<file path="src/rtl/mult_shift_add_ctrl_pkg.sv">
// Shared calculator definitions: FSM encodings, default operand width and
// helpers common to the calc blocks.
package mult_shift_add_ctrl_pkg;

    localparam int unsigned CALC_WIDTH = 8;

    localparam int unsigned ST_W = 2;
    localparam logic [ST_W-1:0] ST_IDLE = 2'b00;
    localparam logic [ST_W-1:0] ST_RUN  = 2'b01;
    localparam logic [ST_W-1:0] ST_DONE = 2'b10;

    // Counter width needed to count width iterations (0 .. width).
    function automatic int unsigned count_width(input int unsigned w);
        return $clog2(w) + 1;
    endfunction

endpackage

</file>
<file path="src/rtl/mult_shift_add_ctrl_full_adder.sv">
// Ripple-carry width-bit adder with carry in and carry out; the single
// arithmetic resource of the shift-add multiplier.
module full_adder_wcarry_nbits
    import mult_shift_add_ctrl_pkg::*;
#(
    parameter int unsigned width = CALC_WIDTH
) (
    input  logic [width-1:0] a,
    input  logic [width-1:0] b,
    input  logic             cin,
    output logic [width-1:0] sum,
    output logic             cout
);

    logic [width:0] carry;

    assign carry[0] = cin;

    // One full-adder cell per bit.
    for (genvar i = 0; i < width; i++) begin : g_bit
        assign sum[i]       = a[i] ^ b[i] ^ carry[i];
        assign carry[i + 1] = (a[i] & b[i]) | (carry[i] & (a[i] ^ b[i]));
    end

    assign cout = carry[width];

endmodule

</file>
<file path="src/rtl/mult_shift_add_ctrl.sv">
// Sequential unsigned shift-and-add multiplier: one adder iteration per cycle,
// width cycles from accepted start to a single-cycle done pulse.
module mult_shift_add_ctrl
    import mult_shift_add_ctrl_pkg::*;
#(
    parameter int unsigned width = CALC_WIDTH
) (
    input  logic                 clk_i,
    input  logic                 rst_i,
    input  logic                 start_i,
    input  logic [width-1:0]     a_i,
    input  logic [width-1:0]     b_i,
    output logic                 busy_o,
    output logic                 done_o,
    output logic [2*width-1:0]   p_o
);

    localparam int unsigned CW = count_width(width);
    localparam logic [CW-1:0] LAST_ITER = CW'(width - 1);

    logic [ST_W-1:0]    state_q;
    logic [ST_W-1:0]    state_d;
    logic [width-1:0]   m_q;
    logic [width-1:0]   m_d;
    logic [width-1:0]   q_q;
    logic [width-1:0]   q_d;
    logic [width-1:0]   acc_q;
    logic [width-1:0]   acc_d;
    logic [CW-1:0]      count_q;
    logic [CW-1:0]      count_d;
    logic               busy_d;
    logic               done_d;
    logic [2*width-1:0] p_d;

    logic [width-1:0]   addend_c;
    logic [width-1:0]   sum_c;
    logic               carry_c;

    assign addend_c = q_q[0] ? m_q : '0;

    full_adder_wcarry_nbits #(
        .width (width)
    ) u_adder (
        .a    (acc_q),
        .b    (addend_c),
        .cin  (1'b0),
        .sum  (sum_c),
        .cout (carry_c)
    );

    // Next-state and datapath update.
    always_comb begin
        state_d = state_q;
        m_d     = m_q;
        q_d     = q_q;
        acc_d   = acc_q;
        count_d = count_q;
        busy_d  = 1'b0;
        done_d  = 1'b0;
        p_d     = p_o;

        case (state_q)
            ST_IDLE: begin
                if (start_i) begin
                    m_d     = a_i;
                    q_d     = b_i;
                    acc_d   = '0;
                    count_d = '0;
                    busy_d  = 1'b1;
                    state_d = ST_RUN;
                end
            end
            ST_RUN: begin
                // {ACC,Q} <= {C,S,Q} >> 1; carry becomes the new ACC msb.
                acc_d   = {carry_c, sum_c[width-1:1]};
                q_d     = {sum_c[0], q_q[width-1:1]};
                count_d = count_q + CW'(1);
                busy_d  = 1'b1;
                if (count_q == LAST_ITER) begin
                    p_d     = {carry_c, sum_c, q_q[width-1:1]};
                    busy_d  = 1'b0;
                    done_d  = 1'b1;
                    state_d = ST_DONE;
                end
            end
            ST_DONE: begin
                state_d = ST_IDLE;
            end
            default: begin
                state_d = ST_IDLE;
            end
        endcase
    end

    // State and output registers.
    always_ff @(posedge clk_i) begin
        if (rst_i) begin
            state_q <= ST_IDLE;
            m_q     <= '0;
            q_q     <= '0;
            acc_q   <= '0;
            count_q <= '0;
            busy_o  <= 1'b0;
            done_o  <= 1'b0;
            p_o     <= '0;
        end else begin
            state_q <= state_d;
            m_q     <= m_d;
            q_q     <= q_d;
            acc_q   <= acc_d;
            count_q <= count_d;
            busy_o  <= busy_d;
            done_o  <= done_d;
            p_o     <= p_d;
        end
    end

endmodule

</file>
<file path="config.mk">
export PLATFORM = sky130hd
export DESIGN_NAME = mult_shift_add_ctrl
export DESIGN_NICKNAME = d
export VERILOG_FILES = /design/src/rtl/mult_shift_add_ctrl_pkg.sv /design/src/rtl/mult_shift_add_ctrl_full_adder.sv /design/src/rtl/mult_shift_add_ctrl.sv
export SDC_FILE = /design/constraint.sdc
export NUM_CORES = 1
export LEC_CHECK = 0
export BUFFER_PORTS_ARGS = -buffer_cell sky130_fd_sc_hd__buf_2
export CORE_MARGIN = 2
export CORE_UTILIZATION = 55
export DETAILED_ROUTE_END_ITERATION = 7
export HOLD_SLACK_MARGIN = 0.15
export MAX_ROUTING_LAYER = met4
export PLACE_DENSITY_LB_ADDON = 0.1
export SYNTH_ARGS = -nofsm -noshare
export SYNTH_HDL_FRONTEND = slang
export SYNTH_SLANG_ARGS = --single-unit
export TNS_END_PERCENT = 30
</file>
<file path="constraint.sdc">
create_clock -name clk_i -period 5.4 [get_ports clk_i]
set_clock_uncertainty 0.15 [all_clocks]
set_input_delay 0.81 -clock clk_i [delete_from_list [all_inputs] [get_ports clk_i]]
set_output_delay 0.81 -clock clk_i [all_outputs]
set_load 0.02 [all_outputs]
</file>
---- Word-level counts from Yosys, hierarchy flattened ----
Cells that the tools add are included.
storage, ports and cells
  flip-flop bits (word level) ............. 48
  input bits .............................. 19
  output and inout bits ................... 18
cells by class
  add/sub/neg operators ................... 1
  eq/ne operators ......................... 4
  muxes and demuxes ....................... 14
  bitwise gates (word level) .............. 38
  reductions and logical operators ........ 7
operator list
  cell                 count
  $pmux 8 s2           2
  $mux 8               3
  $and 1x1->1          15
  $xor 1x1->1          15
  $pmux 4 s2           1
  $reduce_and 2->1     4
  $or 1x1->1           7
  $add 4x1->4 const B  1
  $eq 4x3->1 const B   1
  $mux 2               2
  $mux 4               1
  $ne 2x2->1 const B   2
  $pmux 2 s2           1
  $mux 1               3
  $eq 2x1->1 const B   1
  $logic_not 2->1      1
  $pmux 1 s2           1
  $reduce_bool 2->1    1
  $reduce_or 2->1      1
  $not 1->1            1

---- Logic depth before layout (Yosys ltp) ----
Gate-level depths: netlist (run 1).
  depth in word-level cells ............... 17
  gate-level depth with buffers ........... 17
  gate-level depth less buffers ........... 16

---- Modules after synthesis ----
From an unflattened synthesis (run 1), not the netlist that was laid out.
unflattened totals
  cell total of the unflattened synthesis .. 210
  area total of the unflattened synthesis .. 1995.7 µm²
modules (own cells, without submodules)
  module                   times used  cells each  area each (µm²)
  mult_shift_add_ctrl      1           192         1798.0
  full_adder_wcarry_nbits  1           18          197.7

---- Worst setup path after synthesis (run 1) ----
OpenSTA, ideal clock, no wires.
  path type ............................... register -> register
  start point ............................. register q_q[0]
  end point ............................... register acc_q[6]
  library setup time ...................... 0.132 ns
  arrival time ............................ 3.176 ns
  data required time ...................... 5.118 ns
  path slack .............................. 1.941 ns
  cell stages (with the launch flop) ...... 18
  buffers on the path ..................... 1
  period minus slack after synthesis ...... 3.459 ns
  path through ............................ dfxtp_1 clkbuf_1 and2_1 ha_1 inv_1 fa_1 inv_1 fa_1 inv_1 fa_1 fa_1 inv_1 fa_1 fa_1 inv_1 fa_1 nand2b_1 a21oi_1
between the ends
  cells in the longest elaborated chain, start to end .. 16
  elaborated cells between the ends (all ways) .. 29
  classes of those cells .................. 2 x mux; 27 x bitwise
RTL lines
  item                                        line                                  source
  from (decl)                                 mult_shift_add_ctrl.sv:25             logic [width-1:0] q_q;
  from (signal assigned)                      mult_shift_add_ctrl.sv:109            q_q <= q_d;
  $mux 8 (*)                                  mult_shift_add_ctrl.sv:39             assign addend_c = q_q[0] ? m_q : '0;
  $and 1x1->1 or $xor 1x1->1 (tied branches)  mult_shift_add_ctrl_full_adder.sv:22  assign carry[i + 1] = (a[i] & b[i]) | (carry[i] & (a[i] ^ b[i]));
  $and 1x1->1                                 mult_shift_add_ctrl_full_adder.sv:22
  $or 1x1->1                                  mult_shift_add_ctrl_full_adder.sv:22
  $and 1x1->1                                 mult_shift_add_ctrl_full_adder.sv:22
  $or 1x1->1                                  mult_shift_add_ctrl_full_adder.sv:22
  $and 1x1->1                                 mult_shift_add_ctrl_full_adder.sv:22
  $or 1x1->1                                  mult_shift_add_ctrl_full_adder.sv:22
  $and 1x1->1                                 mult_shift_add_ctrl_full_adder.sv:22
  $or 1x1->1                                  mult_shift_add_ctrl_full_adder.sv:22
  $and 1x1->1                                 mult_shift_add_ctrl_full_adder.sv:22
  $or 1x1->1                                  mult_shift_add_ctrl_full_adder.sv:22
  $and 1x1->1                                 mult_shift_add_ctrl_full_adder.sv:22
  $or 1x1->1                                  mult_shift_add_ctrl_full_adder.sv:22
  $xor 1x1->1 (*)                             mult_shift_add_ctrl_full_adder.sv:21  assign sum[i] = a[i] ^ b[i] ^ carry[i];
  $pmux 8 s2 (*)                              mult_shift_add_ctrl.sv:62             case (state_q)
  to (signal assigned)                        mult_shift_add_ctrl.sv:101            acc_q <= '0;
  to (signal assigned)                        mult_shift_add_ctrl.sv:110            acc_q <= acc_d;
  to (decl)                                   mult_shift_add_ctrl.sv:27             logic [width-1:0] acc_q;
Mark *: on every way between the ends. The rest lies on a longest branch, timed or not.
A chain may end at the register's enable or synchronous reset.

---- Worst setup path after layout (run 1) ----
Same ends and word-level chain as after synthesis.

==> results.yml, run 1 <==
outcome:
  status: "complete, no violations"
global_routing:
  grt_pass1_vias: 1511
  antenna_found_initial: 0
  grt_start_max_net_pins: 33
  grt_pass1_wl_um: 6820
  grt_use_total_pct: 21.7
  grt_overflow_total: 0
route:
  vias: 1605
  wl_per_cell_um: 14.2
  dr.first_iter.drc_count: 89
  ant_nets: 0
  wl_um: 4080
  avgViaCountPerCell: 5.57
  drc: 0
  drtPass1Iterations: 4
floorplanning:
  die_h_um: 64.9
  fp-row-count: 22
  core_um2: 3610
  fp.dieArea_um2: 4210
  die_x_um: 64.9
  start_util_pct: 56.6
  ios: 37
run:
  max_cap_viol_count: 0
setup_path:
  r2r_setup_slack_ns: 1.79
  critPathBufInv: 5
  crit_arrival_ns: 3.62
  cp_data_required_time_ns: 5.41
  critPathMaxFanout: 9
  critPathSlowestCell: "fa_1"
  cp_cell_sequence: "and2_1 -> ha_1 -> inv_1 -> fa_1 -> inv_1 -> fa_1 -> inv_1 -> fa_1 -> fa_1 -> inv_1 -> fa_1 -> fa_1 -> inv_1 -> fa_1 -> nand2b_1 -> a21oi_1"
  critPathLaunch: "q_q[0]$_SDFFE_PP0P_"
  slowest_delay_ns: 0.49
  crit_cells: 16
  path_class: "flip-flop to flip-flop"
  startpoint_type: "flip-flop"
  worst_path_most_repeated_cell: "fa_1"
  r2r-start: "q_q[0]$_SDFFE_PP0P_"
  r2r-end: "acc_q[6]$_SDFFE_PP0P_"
  cp-endpoint: "acc_q[6]$_SDFFE_PP0P_"
  crit_family: "adder cells"
  ff2ff_path_depth: 16
  end_kind: "flip-flop"
placed_design:
  dpl_cell_area_um2: 2180
  post-place-ws_ns: 1.78
  io_buffers: 36
  gp_congestion: 0.855
  dp_hpwl_um: 2820
  place_inst: 280
finish:
  fill_cells: 320
  final_nets: 267
  regArea_um2: 961
  layout_common_cells: "48 x dfxtp_1, 36 x buf_2, 34 x nand2_1, 25 x a21oi_1, 11 x nand3_1"
  finalInstanceArea_um2: 2290
  multiInputGateArea_um2: 933
  utilization_pct: 63.5
  n_antenna_cell: 0
  instances_no_fill: 288
  area_growth_pct: 12.3
  drive_above_1_share_pct: 22.5
  layout_commonest_cell: "dfxtp_1"
clock_network:
  ctsLongestPathBuffers: 2
  cts_resized: 0
  tritoncts: "built"
  clkSinkCount: 48
  cts_buffers: 5
  root_buffer: "clkbuf_8"
  holdBufCountCts: 0
  h-tree-depth: 2
  clk_latency_ns: 0.30
  cts.clk_slew.worst_paths_ns: 0.08
  postCtsSetupBuffers: 0
logic_synthesis:
  seq_area_frac_synth_pct: 47.1
  syn-instance-count: 209
  ys_ff_latch: 48
  yosys_warnings: 0
  synth_nets: 237
  ys_types: 31
  synth_area_um2: 2040
  syn_avg_cell_area_um2: 9.76
timing:
  setup-tns-final_ns: 0
  slew_headroom_pct: 46.1
  min_period_over_period_pct: 66.8
  fin_crit_ns: 3.61
  setup_viol: 0
  finalHoldViolations: 0
  fin_ws_ns: 1.79
  rsz0062_at_grt: "no"
  final_max_slew_viol_count: 0
  max_freq_mhz: 277
  worst_pin_slew_ns: 0.809
  fin_hold_ws_ns: 0.304
pwr:
  p_leak_nw: 0.983
  p_per_area_nw_per_um2: 299
  finalPower_mw: 0.684
  ir_drop_mv: 0.203
worst_hold_path:
  hold_class: "flip-flop to flip-flop"
  holdPathStages: 2
[report_power, final]
| group | internal (mW) | switching (mW) |
|---|---|---|
| clock network | 0.137 | 0.118 |
| registers | 0.365 | 0.00932 |
| logic | 0.0195 | 0.0345 |
[how the worst min path moves through the flow]
stage	startpoint	endpoint	slack, ns
CTS	m_q[0]$_SDFFE_PP0P_	m_q[0]$_SDFFE_PP0P_	0.31
detailed placement	p_o[10]$_SDFFE_PP0P_	p_o[10]$_SDFFE_PP0P_	0.29
finish	m_q[0]$_SDFFE_PP0P_	m_q[0]$_SDFFE_PP0P_	0.30
floorplan	m_q[0]$_SDFFE_PP0P_	m_q[0]$_SDFFE_PP0P_	0.28
global placement	p_o[8]$_SDFFE_PP0P_	p_o[8]$_SDFFE_PP0P_	0.29
global route	m_q[0]$_SDFFE_PP0P_	m_q[0]$_SDFFE_PP0P_	0.32
[sequential cells by signal, summed over array words and instances (netlist names)]
signal / count
p_o: 16
state_q: 2
acc_q: 8
busy_o: 1
count_q: 4
m_q: 8
q_q: 8
done_o: 1
[layout make-up]
cell class                      count  share of cell area (%)
Sequential cell                    48                    42.0
Multi-Input combinational cell    137                    40.8
Timing Repair Buffer               36                    7.87
Clock buffer                        5                    3.01
Tap cell                           48                    2.62
Inverter                           11                    1.91
Clock inverter                      3                    1.86
[Yosys cell counts]
cell | instances | area (µm²)
fa_1 | 7 | 140
o2bb2ai_1 | 5 | 43.8
a22o_1 | 9 | 78.8
a31oi_4 | 1 | 21.3
o211a_1 | 1 | 10.0
nand3_1 | 11 | 55.1
nand2_1 | 34 | 128
a31oi_1 | 1 | 6.26
clkbuf_1 | 4 | 15.0
nand4b_4 | 1 | 23.8
or3_1 | 1 | 6.26
a22o_2 | 2 | 20.0
a211oi_1 | 8 | 60.1
buf_6 | 5 | 56.3
nor3_1 | 1 | 5.00
nand2b_1 | 6 | 37.5
and2b_4 | 2 | 20.0
a21oi_1 | 25 | 125
and2_1 | 4 | 25.0
or3b_1 | 1 | 8.76
ha_1 | 2 | 25.0
inv_1 | 10 | 37.5
buf_2 | 3 | 15.0
o21bai_2 | 1 | 11.3
nor2_1 | 9 | 33.8
inv_4 | 1 | 6.26
dfxtp_1 | 48 | 961
buf_8 | 1 | 15.0
nor3b_2 | 1 | 12.5
a311oi_1 | 3 | 26.3
o21ba_2 | 1 | 10.0
[cells by family (layout without fill, tap and decap cells)]
| logic type | after synthesis | after routing | synth area share [%] |
|---|---|---|---|
| AND/OR/NAND/NOR | 71 | 71 | 17.4 |
| flip-flops | 48 | 48 | 47.1 |
| AO/OA/AOI/OAI | 57 | 57 | 20.2 |
| buffers and inverters | 24 | 55 | 7.12 |
| adder cells (fa/ha/maj) | 9 | 9 | 8.10 |
[worst register-to-register path: cells and delay by family (launching register included)]
| family | cells | cell delay [ns] |
|---|---|---|
| simple gates | 2 | 0.28 |
| compound gates | 1 | 0.06 |
| flops | 1 | 0.47 |
| fa+ha+maj | 8 | 2.22 |
| buf+inv | 5 | 0.29 |
[routing by layer]
metal  wire length [µm]  GRT usage [%]  up-vias
li1                   -              -      778
met2               1890           32.5       46
met5                  0              -        -
met3                189           4.69       12
met4                108           12.5        0
met1               1900           27.1      769
No activity file was read; power rests on OpenSTA's default activity.
==> inputs of run 2 (changes only) <==
ABC_AREA = 1   (was unset)
clock period = 3.36 ns   (was 5.4 ns; I/O delays follow)
==> run 2 against run 1 <==
- clock power rose by 36%
- clock-buffer cell count did not move
- routed wire length up 6.5%
- worst hold slack worse by 0.0062 ns
- combinational power is 98% higher
- final area is 7.1% higher
- critical path depth is 2 higher
- sequential share of layout area shrank 2.7 points
- synthesized cell count is 42% higher
- critical endpoint unchanged
==> results.yml, run 2 <==
logic_synthesis:
  netlist.area_leader.share_pct: 43.9
  ys.flop_type: "dfxtp_1"
  ys_top_cells_by_count: "81 x nand2_1, 48 x dfxtp_1, 44 x nand3_1, 37 x nor2_1, 32 x inv_1"
  ys_types: 22
  synth_edf_count: 0
  ys_ff_latch: 48
  yosys_warnings: 0
  yosysMostFrequentCell: "nand2_1"
  async_reset_ff_share_pct: 0
  yosysTopAreaCell: "dfxtp_1"
  seq_area_frac_synth_pct: 43.9
  ys_top_cells_by_area: "dfxtp_1 44%, nand2_1 14%, nand3_1 10%"
  syn_avg_cell_area_um2: 7.37
  synth_area_um2: 2190
  synth_nets: 325
  syn-instance-count: 297
floorplanning:
  core_um2: 3740
  die_h_um: 67.1
  die_x_um: 67.1
  ios: 37
  fp.dieArea_um2: 4500
  start_util_pct: 58.5
  fp-row-count: 22
setup_path:
  startpoint_type: "flip-flop"
  crit_arrival_ns: 3.43
  r2r-start: "m_q[0]$_SDFFE_PP0P_"
  r2r-end: "acc_q[6]$_SDFFE_PP0P_"
  critPathMaxFanout: 2
  r2r_setup_slack_ns: 0.03
  ff2ff_path_depth: 18
  path_class: "flip-flop to flip-flop"
  cp_data_required_time_ns: 3.46
  end_kind: "flip-flop"
clock_network:
  clkSinkCount: 48
  cts.clk_slew.worst_paths_ns: 0.09
  clk_latency_ns: 0.31
  ctsLongestPathBuffers: 2
  tritoncts: "built"
  postCtsSetupBuffers: 0
  root_buffer: "clkbuf_8"
  h-tree-depth: 2
  cts_buffers: 5
route:
  wl_per_cell_um: 11.6
  dr.first_iter.drc_count: 120
  wl_um: 4350
  vias: 1838
  drtPass1Iterations: 4
  drc: 0
  avgViaCountPerCell: 4.90
  ant_nets: 0
pwr:
  p_switching_mw: 0.287
  clockPowerShare_pct: 32.6
  ir_drop_mv: 0.371
  p_per_area_nw_per_um2: 433
  finalPower_mw: 1.06
  combPwrFrac_pct: 10.1
  p_leak_nw: 1.22
  power_frac_seq_pct: 57.3
  internal_power_mw: 0.776
  swShare_pct: 27.0
timing:
  finalHoldViolations: 0
  fin_ws_ns: 0.0298
  min_period_over_period_pct: 99.1
  max_freq_mhz: 300
  rsz0062_at_grt: "yes"
  final_max_slew_viol_count: 0
  fin_crit_ns: 3.33
  setup_viol: 0
  fin_hold_ws_ns: 0.297
  worst_pin_slew_ns: 0.714
  slew_headroom_pct: 52.2
finish:
  regMostFlops: "p_o"
  layout_commonest_cell: "nand2_1"
  largest_reg_flops: 16
  n_antenna_cell: 0
  final_nets: 354
  drive_above_1_share_pct: 19.3
  layout_common_cells: "81 x nand2_1, 46 x dfxtp_1, 44 x nand3_1, 37 x nor2_1, 36 x buf_2"
  utilization_pct: 65.5
  fill_cells: 363
  area_growth_pct: 12.1
  finalInstanceArea_um2: 2450
global_routing:
  antenna_found_initial: 0
  grt_overflow_total: 0
  grt_use_total_pct: 21.9
  grt_pass1_vias: 1611
  grt_start_max_net_pins: 42
  grt_pass1_wl_um: 7280
placed_design:
  dpl_cell_area_um2: 2350
  io_buffers: 36
  dp_hpwl_um: 3060
  post-place-ws_ns: -0.00220
  gp_congestion: 0.829
worst_hold_path:
  hold_end: "m_q[2]$_SDFFE_PP0P_"
  min_from: "a_i[2]"
  holdPathStages: 3
  hold_class: "primary input to flip-flop"
run:
  max_cap_viol_count: 0
outcome:
  status: "complete, no violations"
run 2: cell count changes in the layout (fill, tap and decap cells not counted), moves of 9 or more:
cell,previous run,this run
nand3_1,11,44
a21oi_1,25,12
nor2_1,9,37
inv_1,10,30
nand2_1,34,81
a22o_1,9,0
run 2: cell type report:
cell class              instances  area (µm²)  area share [%]
clock buffers                   5        68.8            2.81
clock inverters                 3        21.3           0.867
inverters                      33         124            5.05
multi-input cells             200        1020            41.6
flip-flops and latches         48         963            39.3
well taps                      48        60.1            2.45
repair buffers                 38         195            7.96
run 2: cells by family after synthesis:
family	after synthesis	share of synthesized area, %
simple gates	168	32.5
fa+ha+maj	9	7.55
flops	48	43.9
compound gates	23	5.95
buf+inv	49	10.1
run 2: critical path: stages, from the launching register on:
cell and delay, ns:
dfxtp_2 0.33, nand2_1 0.06, inv_1 0.04, ha_1 0.17
inv_1 0.07, fa_2 0.19, inv_2 0.04, fa_2 0.32
inv_2 0.07, fa_2 0.19, fa_1 0.15, inv_1 0.05
fa_2 0.33, fa_1 0.36, inv_1 0.07, fa_1 0.40
inv_1 0.08, nand2_1 0.07, a21oi_2 0.16
run 2: power groups by stage:
stage,Combinational [mW],Sequential [mW],Clock [mW]
after floorplan,0.0876,0.615,0
after global routing,0.125,0.612,0.379
final,0.107,0.609,0.346
after CTS,0.108,0.608,0.355
after global placement,0.106,0.621,0
after detailed placement,0.107,0.621,0
run 2: routing by layer:
metal  GRT usage [%]  up-vias  share of wire (%)  routed length [µm]
met4            7.14        0                2.0                  85
met3            5.07        8                5.3                 232
met5               -        -                  0                   0
met1            30.9      804                 51                2230
met2            30.8       47                 41                1800
li1                -      979                  -                   -
run 2: metrics by stage:
stage	instances	setup TNS (ns)
2_1_floorplan	297	0
3_3_place_gp	367	0
3_5_place_dp	367	-0.00220
4_1_cts	375	0
5_1_grt	375	-0.229
6_report	375	0
run 2: how the worst max path moves through the flow:
stage	cells after the start	end	from
floorplan	19	acc_q[6]$_SDFFE_PP0P_	q_q[0]$_SDFFE_PP0P_
global placement	18	acc_q[6]$_SDFFE_PP0P_	m_q[0]$_SDFFE_PP0P_
detailed placement	18	acc_q[6]$_SDFFE_PP0P_	m_q[0]$_SDFFE_PP0P_
CTS	18	acc_q[6]$_SDFFE_PP0P_	m_q[0]$_SDFFE_PP0P_
global route	18	acc_q[6]$_SDFFE_PP0P_	m_q[0]$_SDFFE_PP0P_
finish	18	acc_q[6]$_SDFFE_PP0P_	m_q[0]$_SDFFE_PP0P_
run 2: what timing repair did:
action / CTS / global route
endpoints found under the hold margin: 0 / 0
hold buffers: 0 / 0
pin swaps: 1 / 3
gates cloned: 0 / 0
setup endpoints to repair: 1 / 4
resized for setup: 2 / 7
